===== config.mk =====
export PLATFORM = sky130hd
export DESIGN_NAME = sub_bytes_seq
export DESIGN_NICKNAME = d
export VERILOG_FILES = /design/src/rtl/sub_bytes_seq.sv
export SDC_FILE = /design/constraint.sdc
export NUM_CORES = 1
export LEC_CHECK = 0
export CELL_PAD_IN_SITES_DETAIL_PLACEMENT = 1
export CELL_PAD_IN_SITES_GLOBAL_PLACEMENT = 1
export CORE_ASPECT_RATIO = 1.75
export CORE_MARGIN = 3
export CORE_UTILIZATION = 35
export CTS_CLUSTER_SIZE = 12
export DETAILED_ROUTE_END_ITERATION = 7
export PLACE_DENSITY_LB_ADDON = 0.1
export RECOVER_POWER = 50
export SLEW_MARGIN = 20
export SYNTH_ARGS = -nofsm -noshare
export SYNTH_HDL_FRONTEND = slang
export SYNTH_SLANG_ARGS = --single-unit

===== constraint.sdc =====
create_clock -name CLK -period 8.12 [get_ports CLK]
set_input_delay 1.218 -clock CLK [delete_from_list [all_inputs] [get_ports CLK]]
set_output_delay 1.218 -clock CLK [all_outputs]
set_load 0.05 [all_outputs]

===== src/rtl/sub_bytes_seq.sv =====
// sub_bytes_seq
//
// Iterative AES SubBytes sequencer. A 128-bit state is accepted over a
// valid/ready handshake. Its NB bytes are then fed one per clock through a
// single external S-box LUT. The substituted bytes are collected, and the
// finished state is presented over a second valid/ready handshake.
//
// Ports:
//   CLK        clock, all logic on the rising edge
//   RST        synchronous active-high reset
//   in_valid   input state valid
//   in_ready   block can accept a state (IDLE only)
//   in_state   input state, byte 0 in the top 8 bits (FIPS-197 order)
//   sbox_sel   registered S-box address
//   sbox_en    S-box enable, low only while RST is high
//   sbox_data  S-box output, a combinational function of sbox_sel
//   out_valid  substituted state valid (DONE only)
//   out_ready  downstream accepts out_state
//   out_state  substituted state, same byte order as in_state
//   busy       high while in RUN or DONE

module sub_bytes_seq #(
    parameter int NB = 16
) (
    input  logic            CLK,
    input  logic            RST,
    input  logic            in_valid,
    output logic            in_ready,
    input  logic [8*NB-1:0] in_state,
    output logic [7:0]      sbox_sel,
    output logic            sbox_en,
    input  logic [7:0]      sbox_data,
    output logic            out_valid,
    input  logic            out_ready,
    output logic [8*NB-1:0] out_state,
    output logic            busy
);

    localparam logic [1:0] IDLE = 2'd0;
    localparam logic [1:0] RUN  = 2'd1;
    localparam logic [1:0] DONE = 2'd2;

    // Byte k of a state sits at packed index NB-1-k, so indices are
    // mirrored through last_idx when addressing the byte arrays.
    localparam logic [3:0] LAST_IDX = 4'(NB - 1);

    logic [1:0]         state;
    logic [3:0]         idx;
    logic [NB-1:0][7:0] src;
    logic [NB-1:0][7:0] result;
    logic [NB-1:0][7:0] in_bytes;

    assign in_bytes = in_state;

    // The LUT must keep tracking sbox_sel even when the address does not
    // change between bytes, so the enable is simply "not in reset".
    assign sbox_en   = ~RST;

    // in_ready is masked by RST so that no handshake appears to complete
    // on an edge where reset actually wins.
    assign in_ready  = (state == IDLE) && !RST;
    assign out_valid = (state == DONE);
    assign busy      = (state == RUN) || (state == DONE);
    assign out_state = result;

    // Main sequencer. In RUN, the byte captured on each edge is the LUT
    // response to the address registered on the previous edge. The address
    // for the next byte is loaded on that same edge. The result register
    // is written only on capture edges, so it holds the last block between
    // transfers.
    always_ff @(posedge CLK) begin
        if (RST) begin
            state    <= IDLE;
            idx      <= 4'd0;
            src      <= '0;
            result   <= '0;
            sbox_sel <= 8'h00;
        end else begin
            case (state)
                IDLE: begin
                    if (in_valid) begin
                        src      <= in_bytes;
                        idx      <= 4'd0;
                        sbox_sel <= in_bytes[NB-1];
                        state    <= RUN;
                    end
                end
                RUN: begin
                    result[LAST_IDX - idx] <= sbox_data;
                    if (idx == LAST_IDX) begin
                        state <= DONE;
                    end else begin
                        idx      <= idx + 4'd1;
                        sbox_sel <= src[LAST_IDX - idx - 4'd1];
                    end
                end
                DONE: begin
                    if (out_ready) begin
                        state <= IDLE;
                    end
                end
                default: begin
                    state <= IDLE;
                end
            endcase
        end
    end

endmodule

After elaboration in Yosys (flattened, before gate mapping)
Index checks and enable logic that the tools add are counted.
{ "word_totals": {"latch_bits": 0, "ramBits": 0, "regBits": 270, "memories": 0, "mem_bits_ro": 0} }
{ "op_classes": {"n_mul": 0, "reduce_logical": 9, "shift": 0, "add_sub_neg": 3, "n_div": 0, "eq_ne": 7, "bitwise": 1, "order_cmp": 3, "muxes": 15} }
{ "op_table": {"columns": ["operator", "n"], "rows": [
  ["$bwmux W128", 1],
  ["$bmux W8 S4", 1],
  ["$demux W8 S4", 1],
  ["$mux W8", 4],
  ["$pmux W8 S2", 1],
  ["$lt A4 B5 Y1 const B", 2],
  ["$mux W4", 2],
  ["$pmux W4 S2", 1],
  ["$mux W2", 3],
  ["$pmux W2 S3", 1],
  ["$reduce_and A3 Y1", 2],
  ["$add A4 B1 Y4 const B", 1],
  ["$eq A4 B4 Y1 const B", 1],
  ["$ge A4 B1 Y1 const B", 1],
  ["$ne A2 B1 Y1 const B", 2],
  ["$ne A2 B2 Y1 const B", 2],
  ["$sub A4 B1 Y4 const B", 1],
  ["$sub A4 B4 Y4 const A", 1],
  ["$eq A2 B1 Y1 const B", 1],
  ["$eq A2 B2 Y1 const B", 1],
  ["$logic_and A1 B1 Y1", 2],
  ["$logic_not A2 Y1", 1],
  ["$reduce_and A2 Y1", 1],
  ["$reduce_bool A2 Y1", 1],
  ["3 further kinds", 3]
]} }

Longest topological paths before layout
Gate-level depths: netlist of run 1.
{ "depth": {"depth_word": 6, "ltp_mapped": 11, "depth_no_buf": 8} }

Least setup slack after synthesis of run 1
Ideal clock, no wire load.
{ "synth_timing": {"path_type": "input to output", "startpoint": "input RST", "endpoint": "output in_ready", "required_ns": 6.902, "slack_ns": 4.593, "path_buffers": 2, "cell_stages": 3, "arrival_ns": 2.309, "path_cell_list": "clkbuf_1 -> clkbuf_1 -> nor2b_1"} }
{ "synth_between": {"elab_chain_len": 2} }
{ "synth_lines": {"columns": ["item", "line_no", "text"], "rows": [
  ["start: declaration", "26", "input logic RST,"],
  ["$logic_not A1 Y1", "61", "assign in_ready = (state == IDLE) && !RST;"],
  ["$logic_and A1 B1 Y1", "61", null],
  ["end: declaration", "28", "output logic in_ready,"]
]} }
Every way passes these cells.

Final worst setup path of run 1
{ "layout_timing": {"startpoint": "input RST", "endpoint": "register state[0]"} }
{ "layout_lines": {"columns": ["item", "line_no", "text"], "rows": [
  ["end signal: assignment", "73", "state <= IDLE;"],
  ["end signal: assignment", "85", "state <= RUN;"],
  ["end signal: assignment", "91", "state <= DONE;"],
  ["end: declaration", "47", "logic [1:0] state;"]
]} }
No word-level cell between the ends.

==> impl_metrics.tcl, run 1 <==
set metrics [dict create \
    outcome "finished with violations" \
    failed_checks "max-capacitance violations, max-slew violations" \
    fin_total_pwr_uw 3028 \
    measured_slew_at_the_worst_slew_check_pin_ns 3.442 \
    grt_antenna_before_repair 0 \
    detailedRoute.firstPassIterationCount 4 \
    clock_sink_count 270 \
    pre_cts_setup_slack_ns 4.176 \
    fin_crit_sh_pct 67.60 \
    placementRows 84 \
    track_usage_pct 21.37 \
    post_synth_edffs 0 \
    cts_root_buf "sky130_fd_sc_hd__clkbuf_16" \
    detail_route.wl_per_cell_um 18.83 \
    vias 9886 \
    yosysMostFrequentCell "sky130_fd_sc_hd__nand2_1" \
    drt_drc_violations_left 0 \
    grt_setup_unrepaired "false" \
    static-leakage-power_uw 0.005075 \
    post_cts.repair.setup_buffers 0 \
    first_global_vias 10288 \
    number_of_buffers_created_by_cts 27 \
    synth_nets 1497 \
    antenna_cells_inserted 0 \
    insertion_delay_of_the_later_clocked_pin_in_the_worst_skew_pair_ns 0.54 \
    max-cap-violations 3 \
    report.final.slew_viol_count 238 \
    fp.dieArea_um2 33400 \
    cp_max_fo 119 \
    synth_seq_area_share_pct 49.56 \
    finalWeightedCongestion 0.7658 \
    drive_gt1_share_pct 5.860 \
    worst_clock_skew_ns 0.007908 \
    ys_seq_elements 270 \
    area_growth_syn_to_layout_pct 33.31 \
    synth_area_per_cell_um2 8.085 \
    hold_viol_final 0 \
    fp.coreArea_um2 30370 \
    ctsHoldBuffers 0 \
    power_per_unit_of_standard_cell_area_nw_per_um2 208.3 \
    clock_tree_from_tritoncts "yes" \
    endpoint_kind "flip-flop" \
    async_flop_share_pct 0 \
    fp.dieW_um 139.4 \
    vdd_drop_max_v 0.0001615 \
    critPathArrivalTime_ns 5.77 \
    remaining_number_of_nets_flagged_by_the_antenna_check_after_routing 0 \
    io-pin-count 280 \
    ys_dominant_reg_cell "sky130_fd_sc_hd__dfxtp_1" \
    setup_tns_ns 0 \
    grt_first_pass_wirelength_mm 56.95 \
    ctsResizeCount 0 \
    yosys.area.top_type_share_pct 49.56 \
    place.detailed.hpwl_mm 26.45 \
    finalCriticalPeriod_ns 5.489 \
    die_height_um 239.5 \
    largest_net_degree_at_the_start_of_global_routing 120 \
    synth-warning-count 0 \
    routed_wirelength_mm 36.84 \
    initial_cell_density_of_the_core_pct 35.91 \
    clk_pin_slew_worst_paths_ns 0.06 \
    netlist_area_um2 10910 \
    synth.area.top_cells "sky130_fd_sc_hd__dfxtp_1 50%, sky130_fd_sc_hd__nand2_1 18%, sky130_fd_sc_hd__a21oi_1 13%" \
    cp-start-kind "input pin" \
    max_freq_mhz 182.2 \
    ctsLongestPathBuffers 3 \
    crit_required_ns 8.40 \
    port-buffer-count 279 \
    grt_remaining_overflow 0 \
    slew_headroom_pct -129.4 \
    final_critical_path_setup_slack_ns 2.631 \
    synth_cell_type_count 35 \
    hold_path.class "flip-flop to flip-flop" \
    number_of_drc_violations_after_detailed_routing_iteration_0 485 \
    fin_nets 1709 \
    synth_largest_area_cell "sky130_fd_sc_hd__dfxtp_1" \
    critPathKind "input pin to flip-flop" \
    via_to_cell_ratio 5.052 \
    ys_top_cells_by_count "532 x sky130_fd_sc_hd__nand2_1, 276 x sky130_fd_sc_hd__a21oi_1, 270 x sky130_fd_sc_hd__dfxtp_1" \
    h-tree-depth 1 \
    count_of_mapped_cells_out_of_synthesis 1349 \
    setup_viol 0 \
]
-- where the power goes --
| part | switching (uW) | internal (uW) | leakage (uW) |
|---|---|---|---|
| clock network | 498 | 625 | 0.000369 |
| registers | 45.4 | 1390 | 0.00220 |
| logic | 279 | 192 | 0.00251 |
-- state kept, by name, indices dropped and copies added, names as in the netlist --
signal / flops
out_state: 128
src: 128
sbox_sel: 8
idx: 4
state: 2
-- critical path, cell delays in order --
cell and delay (ns):
sky130_fd_sc_hd__clkbuf_2 1.78, sky130_fd_sc_hd__clkbuf_1 2.55, sky130_fd_sc_hd__nor2_1 0.15
-- area by class of cell --
class | instances | area [um2]
inverter | 9 | 33.78
sequential | 270 | 5405
tap | 387 | 484.2
clock inverter | 2 | 10.01
clock buffer | 36 | 739.5
multi-input combinational | 968 | 5039
fill | 3654 | 15830
timing repair buffer | 285 | 2829
-- cells in the final DEF, fill, tap and decap left out, types with 6 or more instances in the layout --
| cell type | n |
|---|---|
| sky130_fd_sc_hd__clkbuf_1 | 7 |
| sky130_fd_sc_hd__and3_1 | 6 |
| sky130_fd_sc_hd__clkbuf_16 | 27 |
| sky130_fd_sc_hd__inv_1 | 8 |
| sky130_fd_sc_hd__nor2b_1 | 36 |
| sky130_fd_sc_hd__a211oi_2 | 8 |
| sky130_fd_sc_hd__a21oi_1 | 276 |
| sky130_fd_sc_hd__nor4_2 | 8 |
| sky130_fd_sc_hd__nand2_1 | 531 |
| sky130_fd_sc_hd__clkdlybuf4s50_1 | 248 |
| sky130_fd_sc_hd__ha_1 | 8 |
| sky130_fd_sc_hd__dfxtp_1 | 270 |
| sky130_fd_sc_hd__nor2_1 | 32 |
| sky130_fd_sc_hd__mux4_2 | 29 |
| sky130_fd_sc_hd__dlygate4sd3_1 | 30 |
-- kinds of logic after synthesis --
kind of cell             share of synthesized area (%)
AO/OA/AOI/OAI                                    14.60
adder cells (fa/ha/maj)                         0.9178
buffers and inverters                            4.336
flip-flops                                       49.56
multiplexers                                     6.895
AND/OR/NAND/NOR                                  23.69
-- metrics by stage --
stage	cells	hold slack, ns	util, %	area (um2)
finish	1957	0.4508	47.87	14540
global route	1957	0.4704	47.87	14540
CTS	1957	0.4550	47.92	14560
detailed placement	1919	0.4463	45.46	13810
global placement	1919	0.4372	45.46	13810
floorplan	1349	0.4315	-	10910
-- worst paths after layout --
path	startpoint	endpoint	slack, ns	cells after the start
worst max-delay path	RST	state[0]	2.63	3
worst min-delay path	src[20]	src[20]	0.45	2
worst max register to register	idx[0]	sbox_sel[5]	3.66	7
worst min register to register	src[20]	src[20]	0.45	2
-- layer usage --
metal	GRT usage (%)	part of all wire [%]	up-vias
met5	0	0	-
met2	43.32	57	225
li1	-	-	4847
met3	2.537	3.7	54
met1	22.46	37	4760
met4	6.766	2.8	0
Power figures use the tool's default switching activity.
==> run 2: changes to the inputs <==
CORE_UTILIZATION = 32   (was 35)
clock period = 4.99 ns   (was 8.12 ns; I/O delays follow)
==> impl_metrics.tcl, run 2 (synthesized netlist as in run 1, its figures left out) <==
set metrics [dict create \
    outcome "finished with violations" \
    failed_checks "max-capacitance violations, max-slew violations" \
    timing.critical_path.cells "inv_1, ha_1, nand2_1, buf_4, nand2_1, a21oi_1" \
    endpoint_kind "flip-flop" \
    worst_path_most_repeated_cell "sky130_fd_sc_hd__nand2_1" \
    ctsLongestPathBuffers 3 \
    placementRows 88 \
    critPathArrivalTime_ns 3.84 \
    layout_common_cells "533 x sky130_fd_sc_hd__nand2_1, 276 x sky130_fd_sc_hd__a21oi_1, 270 x sky130_fd_sc_hd__dfxtp_1" \
    routed_wirelength_mm 38.62 \
    fp.coreArea_um2 33250 \
    worstHoldPathCells 2 \
    worstReg2RegEnd "src[113]" \
    grt_setup_unrepaired "false" \
    cp_max_fo 73 \
    finalWeightedCongestion 0.7590 \
    grt_remaining_overflow 0 \
    mostFrequentLayoutCell "sky130_fd_sc_hd__nand2_1" \
    number_of_drc_violations_after_detailed_routing_iteration_0 394 \
    clock_sink_count 270 \
    initial_cell_density_of_the_core_pct 32.80 \
    worst_clock_skew_ns 0.01252 \
    max_freq_mhz 296.1 \
    ctsHoldBuffers 0 \
    setup_viol 0 \
    track_usage_pct 20.25 \
    path_buf_inv 2 \
    drt_drc_violations_left 0 \
    post_cts.repair.setup_buffers 0 \
    setup_tns_ns 0 \
    power_per_unit_of_standard_cell_area_nw_per_um2 339.1 \
    number_of_buffers_created_by_cts 27 \
    fin_total_pwr_uw 4971 \
    fin_nets 1711 \
    cp-start-kind "flip-flop" \
    ctsResizeCount 0 \
    vdd_drop_max_v 0.0002576 \
    h-tree-depth 1 \
    largest_net_degree_at_the_start_of_global_routing 166 \
    hold_path.class "flip-flop to flip-flop" \
    critical-path-max-stage-delay_ns 1.69 \
    port-buffer-count 279 \
    measured_slew_at_the_worst_slew_check_pin_ns 2.364 \
    critPathKind "flip-flop to flip-flop" \
    min_delay_worst_endpoint "out_state[80]" \
    worst-r2r-cell-count 6 \
    min_from "out_state[80]" \
    detailedRoute.firstPassIterationCount 4 \
    insertion_delay_of_the_later_clocked_pin_in_the_worst_skew_pair_ns 0.55 \
    fin_crit_sh_pct 67.67 \
    max-cap-violations 1 \
    grt_antenna_before_repair 1 \
    cpLargestDelayFamily "simple AND/OR/NAND/NOR gates" \
    via_to_cell_ratio 4.853 \
    finalCriticalPeriod_ns 3.377 \
    cts_root_buf "sky130_fd_sc_hd__clkbuf_16" \
    clock_tree_from_tritoncts "yes" \
    place.detailed.hpwl_mm 27.94 \
    fp.dieW_um 145.6 \
    report.final.slew_viol_count 74 \
    area_growth_syn_to_layout_pct 34.38 \
    vias 9827 \
    io-pin-count 280 \
    grt_first_pass_wirelength_mm 58.48 \
    static-leakage-power_uw 0.005230 \
    remaining_number_of_nets_flagged_by_the_antenna_check_after_routing 0 \
    clk_pin_slew_worst_paths_ns 0.06 \
    crit_required_ns 5.45 \
    worst_r2r_startpoint "state[0]" \
    fp.dieArea_um2 36420 \
    cp_slowest_cell "sky130_fd_sc_hd__nand2_1" \
    timing.critical_path.from "state[0]" \
    setup_slack_of_the_most_critical_reg_to_reg_path_ns 1.61 \
    die_height_um 250.2 \
    hold_viol_final 0 \
    first_global_vias 10206 \
    detail_route.wl_per_cell_um 19.07 \
    slew_headroom_pct -58.00 \
    drive_gt1_share_pct 5.845 \
]
## run 2: cell count changes in the layout (fill, tap and decap cells not counted), moves of 2 or more
cell                              change
sky130_fd_sc_hd__nand2_1              +2
sky130_fd_sc_hd__clkbuf_1             +3
sky130_fd_sc_hd__dlygate4sd3_1       +39
sky130_fd_sc_hd__and2_1               +2
sky130_fd_sc_hd__and2_0               -2
sky130_fd_sc_hd__clkdlybuf4s50_1     -39
## run 2: final cells by class
cell class                 count  area [um2]
timing repair buffer         287        2865
inverter                       9       33.78
multi-input combinational    968        5031
antenna                        1       2.502
clock buffer                  39       750.7
clock inverter                 1       5.005
sequential                   270        5405
tap                          450       563.0
fill                        3968       18600
## run 2: layer usage
layer / global-route usage (%) / vias up / part of all wire (%)
li1: - / 4848 / -
met1: 20.89 / 4707 / 37
met2: 40.46 / 212 / 56
met3: 2.570 / 60 / 3.4
met4: 8.286 / 0 / 3.8
met5: 0 / - / 0
## run 2: metrics by stage
stage	std cells	util (%)	area [um2]	hold slack (ns)	setup WS, ns
floorplan	1349	-	10910	0.4315	2.274
global placement	1984	41.84	13910	0.4396	2.031
detailed placement	1984	41.84	13910	0.4450	1.889
CTS	2024	44.12	14670	0.4533	1.863
global route	2025	44.08	14660	0.4681	1.189
finish	2025	44.08	14660	0.4486	1.613
## run 2: how the worst max path moves through the flow
stage	end	slack [ns]	cells past startpoint
final	src[113]	1.61	6
after detailed placement	sbox_sel[7]	1.89	7
after CTS	sbox_sel[2]	1.86	7
after global placement	sbox_sel[0]	2.03	6
after floorplan	sbox_sel[6]	2.27	11
after global routing	src[120]	1.19	6
## run 2: worst reg2reg max path, stage by stage (launching register included)
cell	delay [ns]
sky130_fd_sc_hd__dfxtp_1	0.37
sky130_fd_sc_hd__inv_1	0.09
sky130_fd_sc_hd__ha_1	0.28
sky130_fd_sc_hd__nand2_1	1.69
sky130_fd_sc_hd__buf_4	0.61
sky130_fd_sc_hd__nand2_1	0.09
sky130_fd_sc_hd__a21oi_1	0.16
## run 2: report_power, final
part	switching [uW]	total, uW	internal (uW)
clock network	835	1860	1020
logic	471	786	316
registers	65.4	2330	2260
total	1370	4970	3600
==> run 3: changes to the inputs <==
CORE_UTILIZATION = 35   (was 32)
clock period = 3.3 ns   (was 4.99 ns; I/O delays follow)
==> impl_metrics.tcl, run 3 (synthesized netlist as in run 1, its figures left out) <==
set metrics [dict create \
    fp.dieW_um 139.4 \
    max-cap-violations 1 \
    grt_antenna_before_repair 0 \
    mostFrequentLayoutCell "sky130_fd_sc_hd__nand2_1" \
    static-leakage-power_uw 0.005159 \
    cp-endpoint "busy" \
    worstReg2RegEnd "src[43]" \
    report.final.slew_viol_count 46 \
    cp-start-kind "flip-flop" \
    vdd_drop_max_v 0.0003348 \
    die_height_um 239.5 \
    vias 9864 \
    worst_clock_skew_ns 0.01247 \
    clock_sink_count 270 \
    area_growth_syn_to_layout_pct 35.01 \
    timing.critical_path.from "state[0]" \
    worst_r2r_startpoint "state[0]" \
    routed_wirelength_mm 37.19 \
    sequential_cell_area_um2 5405 \
    largest_net_degree_at_the_start_of_global_routing 182 \
    fin_crit_sh_pct 79.99 \
    clock_tree_from_tritoncts "yes" \
    dp_cells 1923 \
    failed_checks "max-capacitance violations, max-slew violations" \
    setup_slack_of_the_most_critical_reg_to_reg_path_ns 0.68 \
    measured_slew_at_the_worst_slew_check_pin_ns 1.570 \
    finalCriticalPeriod_ns 2.640 \
    outcome "finished with violations" \
    io-pin-count 280 \
    place.detailed.hpwl_mm 26.81 \
    setup_viol 0 \
    drt_drc_violations_left 0 \
    number_of_drc_violations_after_detailed_routing_iteration_0 447 \
    finalWeightedCongestion 0.7564 \
    hold_path.class "flip-flop to flip-flop" \
    port-buffer-count 279 \
    ctsHoldBuffers 0 \
    max_freq_mhz 378.8 \
    fp.coreArea_um2 30370 \
    final_cells 1968 \
    grt_remaining_overflow 0 \
    placementRows 84 \
    critPathArrivalTime_ns 2.14 \
    slew_headroom_pct -4.889 \
    via_to_cell_ratio 5.012 \
    first_global_vias 10314 \
    fin_nets 1714 \
    final.fill_count 3625 \
    number_of_buffers_created_by_cts 28 \
    cp_max_fo 3 \
    crit_required_ns 2.80 \
    fp.dieArea_um2 33400 \
    ctsResizeCount 0 \
    ctsLongestPathBuffers 3 \
    post_cts.repair.setup_buffers 0 \
    h-tree-depth 1 \
    hold_viol_final 0 \
    detail_route.wl_per_cell_um 18.90 \
    cts_root_buf "sky130_fd_sc_hd__clkbuf_16" \
    worst-r2r-cell-count 6 \
    track_usage_pct 21.51 \
    power_per_unit_of_standard_cell_area_nw_per_um2 523.9 \
    endpoint_kind "output port" \
    antenna_cells_inserted 0 \
    detailedRoute.firstPassIterationCount 4 \
    remaining_number_of_nets_flagged_by_the_antenna_check_after_routing 0 \
    initial_cell_density_of_the_core_pct 35.91 \
    drive_gt1_share_pct 6.515 \
    critPathKind "flip-flop to output port" \
    grt_first_pass_wirelength_mm 57.24 \
    grt_setup_unrepaired "false" \
    multiInputGateArea_um2 5031 \
    layout_common_cells "533 x sky130_fd_sc_hd__nand2_1, 276 x sky130_fd_sc_hd__a21oi_1, 270 x sky130_fd_sc_hd__dfxtp_1" \
    clk_pin_slew_worst_paths_ns 0.06 \
    setup_tns_ns 0 \
    insertion_delay_of_the_later_clocked_pin_in_the_worst_skew_pair_ns 0.54 \
]
==> run 3: worst min path at each step <==
stage	from	to	depth (start not counted)
after floorplan	src[5]	src[5]	2
after global placement	src[19]	src[19]	2
after detailed placement	src[30]	src[30]	2
after CTS	src[30]	src[30]	2
after global routing	src[34]	src[34]	2
final	out_state[97]	out_state[97]	2
==> run 3: per-layer routing <==
layer	GRT usage, %	wire (um)
met1	23.42	14110
met2	42.43	20800
met3	2.537	1189
met4	7.300	1089
met5	0	0
==> run 3: worst max-delay path, stage by stage, from the launching register on <==
cell and delay (ns):
sky130_fd_sc_hd__dfxtp_1 0.36, sky130_fd_sc_hd__inv_1 0.09, sky130_fd_sc_hd__ha_1 0.31, sky130_fd_sc_hd__clkdlybuf4s50_1 0.85
==> run 3: final cells by class <==
| class | count | area share (%) |
|---|---|---|
| repair buffers | 289 | 19.82 |
| flip-flops and latches | 270 | 36.71 |
| inverters | 9 | 0.2294 |
| clock buffers | 42 | 5.667 |
| well taps | 387 | 3.288 |
| multi-input cells | 968 | 34.17 |
| clock inverters | 3 | 0.1190 |
==> run 3: power by group <==
part | total, uW | internal (uW) | switching (uW)
combinational | 1200 | 491 | 712
sequential | 3510 | 3420 | 93.2
clock | 3000 | 1720 | 1280
==> run 3: per-stage QoR <==
step                util [%]  setup slack (ns)  total power (uW)  area (um2)  hold slack (ns)
global placement       45.71            0.7424              4782       13880           0.4406
floorplan                  -            0.5840              4321       10910           0.4315
finish                 48.48            0.6604              7714       14730           0.4517
global route           48.48            0.3374              8049       14730           0.4692
detailed placement     45.71            0.7157              4810       13880           0.4471
CTS                    48.52            0.6052              7817       14740           0.4554
==> edit 1 (config.mk and constraints of run 1) <==
Make the reset (`RST`) asynchronous in one clocked block. Comments in the files are not updated.
--- a/src/rtl/sub_bytes_seq.sv
+++ b/src/rtl/sub_bytes_seq.sv
@@ -68,7 +68,7 @@
     // for the next byte is loaded on that same edge. The result register
     // is written only on capture edges, so it holds the last block between
     // transfers.
-    always_ff @(posedge CLK) begin
+    always_ff @(posedge CLK or posedge RST) begin
         if (RST) begin
             state    <= IDLE;
             idx      <= 4'd0;
Check against the original RTL: differs if RST is asserted again (counterexample within 4 cycles, from zero or initial values and one cycle with RST high); with RST held inactive, the same outputs for 10 cycles.
==> edit 1 against run 1 <==
Largest cell class unchanged. The run still ends with max-capacitance violations, max-slew violations left. Sequential cell count unchanged. Via count down 28%. Highest routed layer is now met5. Critical endpoint is now src[1]$_DFFE_PP0P_. Setup slack better by 0.61 ns. Clock skew up 0.012 ns. Area after synthesis up 6.7%. Non-clock buffer count down 1. Design area up 7.1%. Routed wire length down 14%.
Power is not compared: it rests on default switching activity, and its combinational part moved more than twofold at a synthesized area within 25%.
==> edit 1: results <==
set metrics [dict create \
    top_layer "met5" \
    vias 7144 \
    syn_area_per_cell_um2 15.56 \
    nNonClkBuffers 284 \
    fin_nets 1168 \
    drive_gt1_share_pct 30.91 \
    dieArea_um2 35570 \
    wl_met3_um 1736 \
    finalClockSkew_ns 0.01942 \
    nFillCells 3252 \
    ys_top_cells_by_count "dfrtp_1, mux2_2, mux2i_1" \
    grt_use_met2_pct 32.89 \
    seq_area_um2 6756 \
    detail_route.iter0.violations 212 \
    wl_per_cell_um 22.08 \
    reg2reg_depth 5 \
    nNonClkInverters 8 \
    placed_area_um2 14800 \
    grtUsageMet1_pct 19.81 \
    status "finished with violations" \
    met3_usage_pct 3.560 \
    yosys.cell_types.count 33 \
    maxCapViolCount 4 \
    critPathSlowestCell "nand2_1" \
    violations "max-capacitance violations, max-slew violations" \
    crit_start "in_valid" \
    dp_slack_ns 4.070 \
    multi_input_area_share_pct 29.44 \
    crit_family "simple AND/OR/NAND/NOR gates" \
    worstMarginPinSlew_ns 3.250 \
    cp_max_fo 68 \
    nonClkBufAreaFrac_pct 18.25 \
    fmax_mhz 205.0 \
    slew_viol_final 206 \
    min_from "out_state[61]$_DFFE_PP0P_" \
    endpoint "src[1]$_DFFE_PP0P_" \
    place_inst 1390 \
    grt_pass1_wl_um 47440 \
    wl_met1_um 11930 \
    routed_wl_um 31620 \
    route.met2.wl_um 17280 \
    syn-num-nets 896 \
    seq_area_frac_synth_pct 58.03 \
    clk_share_pct 5.490 \
    multi_input_gates 428 \
    first_global_vias 7789 \
    nClkBuffers 39 \
    dp_hpwl_um 22610 \
    grt_max_degree 144 \
    hold_end "out_state[61]$_DFFE_PP0P_" \
    reg2reg_from "state[1]$_DFFE_PP0P_" \
]
edit 1: worst reg2reg max path: cells and delay by family (launching register included):
family                     cells  cell delay (ns)
adders and majority gates      1             0.27
muxes                          1             0.47
and+or+nand+nor                1             2.07
buffers and inverters          2             1.05
DFF                            1             0.40
edit 1: cells by family after synthesis:
group / count (synthesis) / share of synthesized area (%)
muxes: 347 / 34.59
buffers and inverters: 50 / 2.128
AOI/OAI and AO/OA: 9 / 0.5588
xor gates and xnor gates: 3 / 0.5159
and+or+nand+nor: 61 / 3.310
adders and majority gates: 8 / 0.8598
DFF: 270 / 58.03
edit 1: power breakdown:
group / total [W] / switching, W / internal (W)
logic: 0.00361 / 0.00205 / 0.00157
registers: 0.00236 / 0.000369 / 0.00199
clock network: 0.00124 / 0.000517 / 0.000726
==> edit 2 (settings of run 1) <==
Without the edit above. The parameter `NB` goes from 16 to 32.
--- a/src/rtl/sub_bytes_seq.sv
+++ b/src/rtl/sub_bytes_seq.sv
@@ -20,7 +20,7 @@
 //   busy       high while in RUN or DONE
 
 module sub_bytes_seq #(
-    parameter int NB = 16
+    parameter int NB = 32
 ) (
     input  logic            CLK,
     input  logic            RST,
Ports: changed (resized in_state and out_state); port bits go from 280 to 536. No check against the original RTL was run, so the function may have changed too.
==> edit 2 against run 1 <==
The flow still finishes with violations (max-capacitance violations, max-slew violations). Cell count rose by 10%. Power rose by 4.4%. Sequential cell count did not move. Design area rose by 4.0%. Routed wire length rose by 7.2%. Via count rose by 3.3%. Area after synthesis rose by 8.3%. Setup slack improved by 0.31 ns. Die area rose by 8.0%. Highest routed layer unchanged.
==> edit 2: results <==
set metrics [dict create \
    ys_top_cells_by_count "nand2_1, a21oi_1, dfxtp_1" \
    swShare_pct 30.18 \
    peakVddDrop_mv 0.1515 \
    synth.top_cells.by_area "dfxtp_1, nand2_1, a21oi_1, buf_4, mux4_2" \
    place_inst 2119 \
    grt_max_degree 105 \
    seq_area_frac_synth_pct 45.77 \
    yosysWarnings 0 \
    maxCapViolCount 3 \
    globalplace.congestion 0.7886 \
    dp_hpwl_um 28910 \
    worstMarginPinSlew_ns 4.029 \
    slew_viol_final 202 \
    grtUsageTotal_pct 20.86 \
    wl_per_cell_um 18.31 \
    status "finished with violations" \
    grt_pass1_wl_um 58860 \
    slowest_delay_ns 2.83 \
    violations "max-capacitance violations, max-slew violations" \
    syn_area_per_cell_um2 7.991 \
    io_buffers 287 \
    antenna_found_initial 2 \
    routed_wl_um 39500 \
    drive_gt1_share_pct 4.927 \
    first_global_vias 10300 \
    cellLeakagePower_nw 5.666 \
    first_pass_iters 4 \
    finalClockSkew_ns 0.007088 \
    fin_nets 1974 \
    grt_use_met2_pct 40.03 \
    vias_per_cell 4.735 \
    cp_max_fo 94 \
    detail_route.iter0.violations 428 \
    grtUsageMet1_pct 22.63 \
]
## edit 2: power by group through the flow
stage	Sequential [W]	Combinational [W]	Clock, W
2_1_floorplan	0.00148	0.000446	0
5_1_grt	0.00143	0.000664	0.00121
3_3_place_gp	0.00145	0.000613	0
3_5_place_dp	0.00145	0.000618	0
6_report	0.00142	0.000613	0.00113
4_1_cts	0.00142	0.000620	0.00117
## edit 2: through the flow
step	area, um2	util (%)
6_report	15130	45.65
5_1_grt	15130	45.65
4_1_cts	15130	45.67
3_5_place_dp	14390	43.42
3_3_place_gp	14390	43.42
2_1_floorplan	12290	-
## edit 2: worst register-to-register path: stages (launching register included)
cell and delay, ns:
dfxtp_1 0.37, inv_1 0.10, ha_1 0.30, nand2_4 0.34, clkbuf_1 2.83, nand2_1 0.31
a21oi_1 0.26
## edit 2: final cells by class
cell class | count | area, um2
clock inverters | 2 | 12.51
repair buffers | 294 | 2922
diodes | 2 | 5.005
clock buffers | 34 | 732.0
well taps | 450 | 563.0
multi-input cells | 1096 | 5455
inverters | 9 | 33.78
flip-flops and latches | 270 | 5405
fillers | 3952 | 18010
## edit 2: path summary, 6_finish.rpt
| kind | startpoint | endpoint | slack, ns | cells past startpoint |
|---|---|---|---|---|
| min reg2reg | out_state[21]$_SDFFE_PP0P_ | out_state[21]$_SDFFE_PP0P_ | 0.45 | 2 |
| max reg2reg | state[1]$_SDFFE_PP0P_ | src[65]$_SDFFE_PP0P_ | 3.50 | 6 |
| min | out_state[21]$_SDFFE_PP0P_ | out_state[21]$_SDFFE_PP0P_ | 0.45 | 2 |
| max | in_valid | src[65]$_SDFFE_PP0P_ | 2.94 | 5 |
## edit 2: kinds of logic after synthesis
kind of cell               share of synthesized area (%)
and+or+nand+nor                                    21.76
AOI/OAI and AO/OA                                  13.16
DFF                                                45.77
buffers and inverters                              12.16
muxes                                              6.272
adders and majority gates                         0.8476
other                                            0.03175
## edit 2: layer usage
metal | part of all wire [%] | vias up
li1 | - | 4990
met1 | 37 | 4830
met2 | 54 | 349
met3 | 6.5 | 45
met4 | 2.4 | 0
met5 | 0 | -
